<file path="src/rtl/uart_baud_gen_pkg.sv">
// Shared UART constants: default divisor geometry and a width helper.
package uart_baud_gen_pkg;

    localparam int unsigned UART_DIV_W       = 16;
    localparam int unsigned UART_FRAC_W      = 4;
    localparam int unsigned UART_OVERSAMPLE  = 16;
    localparam int unsigned UART_DEFAULT_DIV = 5300;

    // Bits needed to index 'value' items (value >= 1).
    function automatic int unsigned uart_clog2(input int unsigned value);
        int unsigned width;
        width = 0;
        while ((64'd1 << width) < 64'(value)) begin
            width++;
        end
        return width;
    endfunction

endpackage

</file>
<file path="src/rtl/uart_frac_div.sv">
// Integer+fractional clock divider: emits one registered tick per oversample interval.
module uart_frac_div
    import uart_baud_gen_pkg::*;
#(
    parameter int unsigned DIV_W  = UART_DIV_W,
    parameter int unsigned FRAC_W = UART_FRAC_W
) (
    input  logic              clk,
    input  logic              reset,
    input  logic              enable,
    input  logic              clear,
    input  logic [DIV_W-1:0]  a_int,
    input  logic [FRAC_W-1:0] a_frac,
    output logic              tick,
    output logic              wrap_c
);

    logic [DIV_W-1:0]  cnt;
    logic [FRAC_W-1:0] acc;
    logic              xtra;
    logic              term;

    // a_int is never below 2, so a_int-1 cannot underflow; xtra stretches by one cycle.
    always_comb begin
        term   = xtra ? (cnt == a_int) : (cnt == a_int - DIV_W'(1));
        wrap_c = enable && !clear && term;
    end

    always_ff @(posedge clk or negedge reset) begin
        if (!reset) begin
            cnt  <= '0;
            acc  <= '0;
            xtra <= 1'b0;
            tick <= 1'b0;
        end else if (!enable || clear) begin
            cnt  <= '0;
            acc  <= '0;
            xtra <= 1'b0;
            tick <= 1'b0;
        end else if (term) begin
            cnt         <= '0;
            {xtra, acc} <= {1'b0, acc} + {1'b0, a_frac};
            tick        <= 1'b1;
        end else begin
            cnt  <= cnt + DIV_W'(1);
            tick <= 1'b0;
        end
    end

endmodule

</file>
<file path="src/rtl/uart_baud_gen.sv">
// UART baud tick generator: programmable divisor with shadow reload, oversample phase and bit/mid-bit enables.
module uart_baud_gen
    import uart_baud_gen_pkg::*;
#(
    parameter int unsigned DIV_W       = UART_DIV_W,
    parameter int unsigned FRAC_W      = UART_FRAC_W,
    parameter int unsigned OVERSAMPLE  = UART_OVERSAMPLE,
    parameter int unsigned DEFAULT_DIV = UART_DEFAULT_DIV
) (
    input  logic                                clk,
    input  logic                                reset,
    input  logic                                enable,
    input  logic                                load,
    input  logic [DIV_W-1:0]                    div_int,
    input  logic [FRAC_W-1:0]                   div_frac,
    input  logic                                resync,
    output logic                                os_tick,
    output logic                                bit_tick,
    output logic                                mid_tick,
    output logic [uart_clog2(OVERSAMPLE)-1:0]   os_phase
);

    localparam int unsigned PH_W = uart_clog2(OVERSAMPLE);

    logic [DIV_W-1:0]  a_int;
    logic [FRAC_W-1:0] a_frac;
    logic [DIV_W-1:0]  s_int;
    logic [FRAC_W-1:0] s_frac;
    logic              pend;
    logic [DIV_W-1:0]  div_clamp_c;
    logic              apply_c;
    logic              wrap_c;

    // Divisors below 2 would give back-to-back ticks; clamp on capture.
    always_comb begin
        div_clamp_c = (div_int < DIV_W'(2)) ? DIV_W'(2) : div_int;
        apply_c     = pend && (!enable || resync || wrap_c);
    end

    // Shadow reloads only at an interval boundary, or at once while idle or resyncing.
    always_ff @(posedge clk or negedge reset) begin
        if (!reset) begin
            a_int  <= DIV_W'(DEFAULT_DIV);
            a_frac <= '0;
            s_int  <= DIV_W'(DEFAULT_DIV);
            s_frac <= '0;
            pend   <= 1'b0;
        end else begin
            if (apply_c) begin
                a_int  <= s_int;
                a_frac <= s_frac;
            end
            if (load) begin
                s_int  <= div_clamp_c;
                s_frac <= div_frac;
                pend   <= 1'b1;
            end else if (apply_c) begin
                pend <= 1'b0;
            end
        end
    end

    uart_frac_div #(
        .DIV_W  (DIV_W),
        .FRAC_W (FRAC_W)
    ) u_frac_div (
        .clk    (clk),
        .reset  (reset),
        .enable (enable),
        .clear  (resync),
        .a_int  (a_int),
        .a_frac (a_frac),
        .tick   (os_tick),
        .wrap_c (wrap_c)
    );

    // Phase advances on the same edge that raises os_tick, so bit/mid line up with it.
    always_ff @(posedge clk or negedge reset) begin
        if (!reset) begin
            os_phase <= '0;
            bit_tick <= 1'b0;
            mid_tick <= 1'b0;
        end else if (!enable || resync) begin
            os_phase <= '0;
            bit_tick <= 1'b0;
            mid_tick <= 1'b0;
        end else if (wrap_c) begin
            os_phase <= os_phase + PH_W'(1);
            bit_tick <= (os_phase == PH_W'(OVERSAMPLE - 1));
            mid_tick <= (os_phase == PH_W'(OVERSAMPLE / 2 - 1));
        end else begin
            bit_tick <= 1'b0;
            mid_tick <= 1'b0;
        end
    end

endmodule

</file>
<file path="config.mk">
export PLATFORM = sky130hd
export DESIGN_NAME = uart_baud_gen
export DESIGN_NICKNAME = d
export VERILOG_FILES = /design/src/rtl/uart_baud_gen_pkg.sv /design/src/rtl/uart_frac_div.sv /design/src/rtl/uart_baud_gen.sv
export SDC_FILE = /design/constraint.sdc
export NUM_CORES = 1
export LEC_CHECK = 0
export ABC_CLOCK_PERIOD_IN_PS = 6340
export BUFFER_PORTS_ARGS = -buffer_cell sky130_fd_sc_hd__buf_2
export CAP_MARGIN = 15
export CORE_MARGIN = 2
export CORE_UTILIZATION = 64
export DETAILED_ROUTE_END_ITERATION = 10
export GPL_TIMING_DRIVEN = 1
export MAX_ROUTING_LAYER = met4
export PLACE_DENSITY = 0.95
export SLEW_MARGIN = 20
export SYNTH_ARGS = -nofsm -noshare
export SYNTH_HDL_FRONTEND = slang
export SYNTH_SLANG_ARGS = --single-unit
</file>
<file path="constraint.sdc">
create_clock -name clk -period 6.34 [get_ports clk]
set_input_delay 1.268 -clock clk [delete_from_list [all_inputs] [get_ports clk]]
set_output_delay 1.268 -clock clk [all_outputs]
set_load 0.02 [all_outputs]
</file>
==> impl_metrics.yaml <==
status:
  status: "complete, no violations"
finish:
  fill_cells: 384
  n_antenna_cell: 0
  layout.cells.non_filler: 442
  stdcell_area_sq_um: 4090
  area_growth_pct: 11.5
  fin_nets: 398
  drive_gt1_frac: 0.224
cts:
  root_buffer: "clkbuf_8"
  clkSlewWorstSetupHoldPaths_ns: 0.07
  clockBufferDepth: 2
  hold_buffers: 0
  htree_levels: 3
  cts_tree: "done"
  ctsResizeCount: 0
  cts_setup_buffers: 0
  clkLatencyLatePin_ns: 0.35
  numCtsBuffers: 9
  cts_sinks: 69
place:
  place.gp.congestion: 0.883
  place_inst: 426
  place_area_sq_um: 3860
  io_buffers: 31
  hpwlAfterDp_mm: 5.17
  place_ws_ns: 3.06
setup_path:
  arrival_ns: 3.61
  crit_chain: "inv_1, ha_1, nor4b_4, nand2_1, o31a_1, nor3_1, nand4bb_1, or4_1, a32o_1"
  worstSetupStartpointType: "flop"
  rrSetupSlack_ns: 2.97
  crit_path_end_kind: "flop"
  cpPeakStageDelay_ns: 0.84
  critical_path_class: "reg2reg"
  path_max_fanout: 20
  worst_path_max_delay_cell: "or4_1"
  critical_path_required_ns: 6.58
run:
  drv_cap: 0
timing:
  fin_crit_sh: 0.532
  relSlewSlack: 0.432
  fin_skew_ns: 0.0133
  setup_viol: 0
  max_clock_freq_mhz: 297
  worst_slack_ns: 2.97
  tightest_slew_ns: 0.853
  final-max-slew-violation-count: 0
  rsz0062_at_grt: "no"
  period_needed_ns: 3.37
  hold_violations: 0
  fin_tns_setup_ns: 0
route:
  wirelength_mm: 7.60
  highest_layer: "met4"
  vias: 2706
  wl_met3_um: 388
  vias_per_cell: 6.12
  postRouteAntennaNets: 0
  drcViolationCount: 0
  drtIter0Drc: 203
  first_pass_iters: 4
  wl_met2_mm: 3.74
  met1_length_mm: 3.29
  routedWlPerCell_um: 17.2
grt:
  grt_overflow: 0
  antenna_found_initial: 0
  first_global_vias: 2756
  grtUsageTotal: 0.277
  grt_pass1_wl_mm: 13.1
  grt_max_degree: 70
power_and_ir_drop:
  p_per_area_nw_per_um2: 268
  leakagePower_nw: 1.80
  ir_drop_mv: 0.248
  power_mw: 1.10
floorplan:
  initial_core_util: 0.666
  num_rows: 27
  dieWidth_um: 79.7
  ios: 32
  core_area_sq_um: 5510
  dieArea_sq_um: 6350
  die_h_um: 79.7
synth:
  yosysSeqAreaShare: 0.475
  synth_top_area_frac: 0.389
  ys_ff_latch: 69
  syn_nets: 370
  synth-edff-count: 0
  yosysWarnings: 0
  yosysTopAreaCell: "dfrtp_1"
  synthFlopType: "dfrtp_1"
  synth_area_per_cell_sq_um: 10.9
  syn_inst: 337
  synthTopCellsByArea: "dfrtp_1, dfstp_2, mux2_2"
  async_flop_share: 1.00
  synth.distinct_cells: 49
  syn_area_sq_um: 3660
worst_hold_path:
  hold_path.class: "reg2reg"
metrics by stage:
stage | util | hold WS [ns]
6_report | 0.742 | 0.479
5_1_grt | 0.742 | 0.517
4_1_cts | 0.742 | 0.485
3_5_place_dp | 0.701 | 0.474
3_3_place_gp | 0.701 | 0.474
2_1_floorplan | - | 0.472
layout make-up:
cell class / count / area [sq um] / share of cell area
inverters: 9 / 33.8 / 0.00827
well taps: 72 / 90.1 / 0.0221
clock inverters: 3 / 68.8 / 0.0168
flip-flops and latches: 69 / 1740 / 0.426
clock buffers: 13 / 159 / 0.0389
repair buffers: 34 / 178 / 0.0435
multi-input cells: 242 / 1810 / 0.444
power breakdown:
group	internal (mW)	switching, mW
sequential	0.482	0.0407
combinational	0.0845	0.0814
clock	0.244	0.165
total	0.810	0.287
metal layers:
metal,track usage,vias up
li1,-,1264
met1,0.354,1341
met4,0.128,0
met3,0.0441,17
met2,0.439,84
met5,-,-
cells in the mapped netlist, drive strengths merged (3+ instances only):
| library cell | n |
|---|---|
| a21oi | 6 |
| a32o | 20 |
| and2 | 16 |
| and3 | 3 |
| buf | 5 |
| clkbuf | 12 |
| dfrtp | 57 |
| dfstp | 12 |
| ha | 7 |
| inv | 9 |
| mux2 | 18 |
| mux2i | 16 |
| nand2 | 28 |
| nand2b | 9 |
| nand3 | 11 |
| nand4 | 4 |
| nor2 | 21 |
| nor2b | 4 |
| nor3 | 4 |
| nor4 | 11 |
| o21ai | 5 |
| or4 | 3 |
| xnor2 | 15 |
| xor2 | 18 |
logic make-up after synthesis:
logic type                 Yosys count  synth area share
muxes                               34            0.0990
AOI/OAI and AO/OA                   43            0.0966
adders and majority gates            8            0.0294
DFF                                 69             0.475
buffers and inverters               26            0.0297
xor gates and xnor gates            34            0.0850
and+or+nand+nor                    123             0.185
cells in the final DEF (no fill, tap or decap), types with 12 or more instances in the layout:
master | netlist | final
mux2_2 | 18 | 18
nor2_1 | 21 | 21
dfrtp_1 | 57 | 57
xor2_1 | 18 | 18
dfstp_2 | 12 | 12
mux2i_1 | 16 | 16
a32o_1 | 20 | 20
buf_2 | 3 | 31
and2_1 | 16 | 16
nand2_1 | 28 | 28
xnor2_1 | 15 | 15
final timing paths:
path / from / to / depth (start not counted)
worst max-delay path: a_int[0] / a_int[9] / 9
worst max register to register: a_int[0] / a_int[9] / 9
min in group asynchronous: reset / u_frac_div.cnt[2] / 2
max in group asynchronous: reset / a_int[0] / 2
worst min register to register: os_phase[3] / mid_tick / 1
worst min-delay path: os_phase[3] / mid_tick / 1
critical path, delay by kind of cell (launching register included):
kind	cells	cell delay, ns
AND/OR/NAND/NOR	5	1.92
AO/OA/AOI/OAI	2	0.64
flip-flops	1	0.42
adder cells (fa/ha/maj)	1	0.19
buffers and inverters	1	0.10
flip-flops by register name (all words and copies together), names as in the netlist:
signal	count
a_int	16
s_int	16
u_frac_div.cnt	16
a_frac	4
os_phase	4
s_frac	4
u_frac_div.acc	4
bit_tick	1
mid_tick	1
pend	1
u_frac_div.tick	1
u_frac_div.xtra	1
No activity file was read; power rests on OpenSTA's default activity.
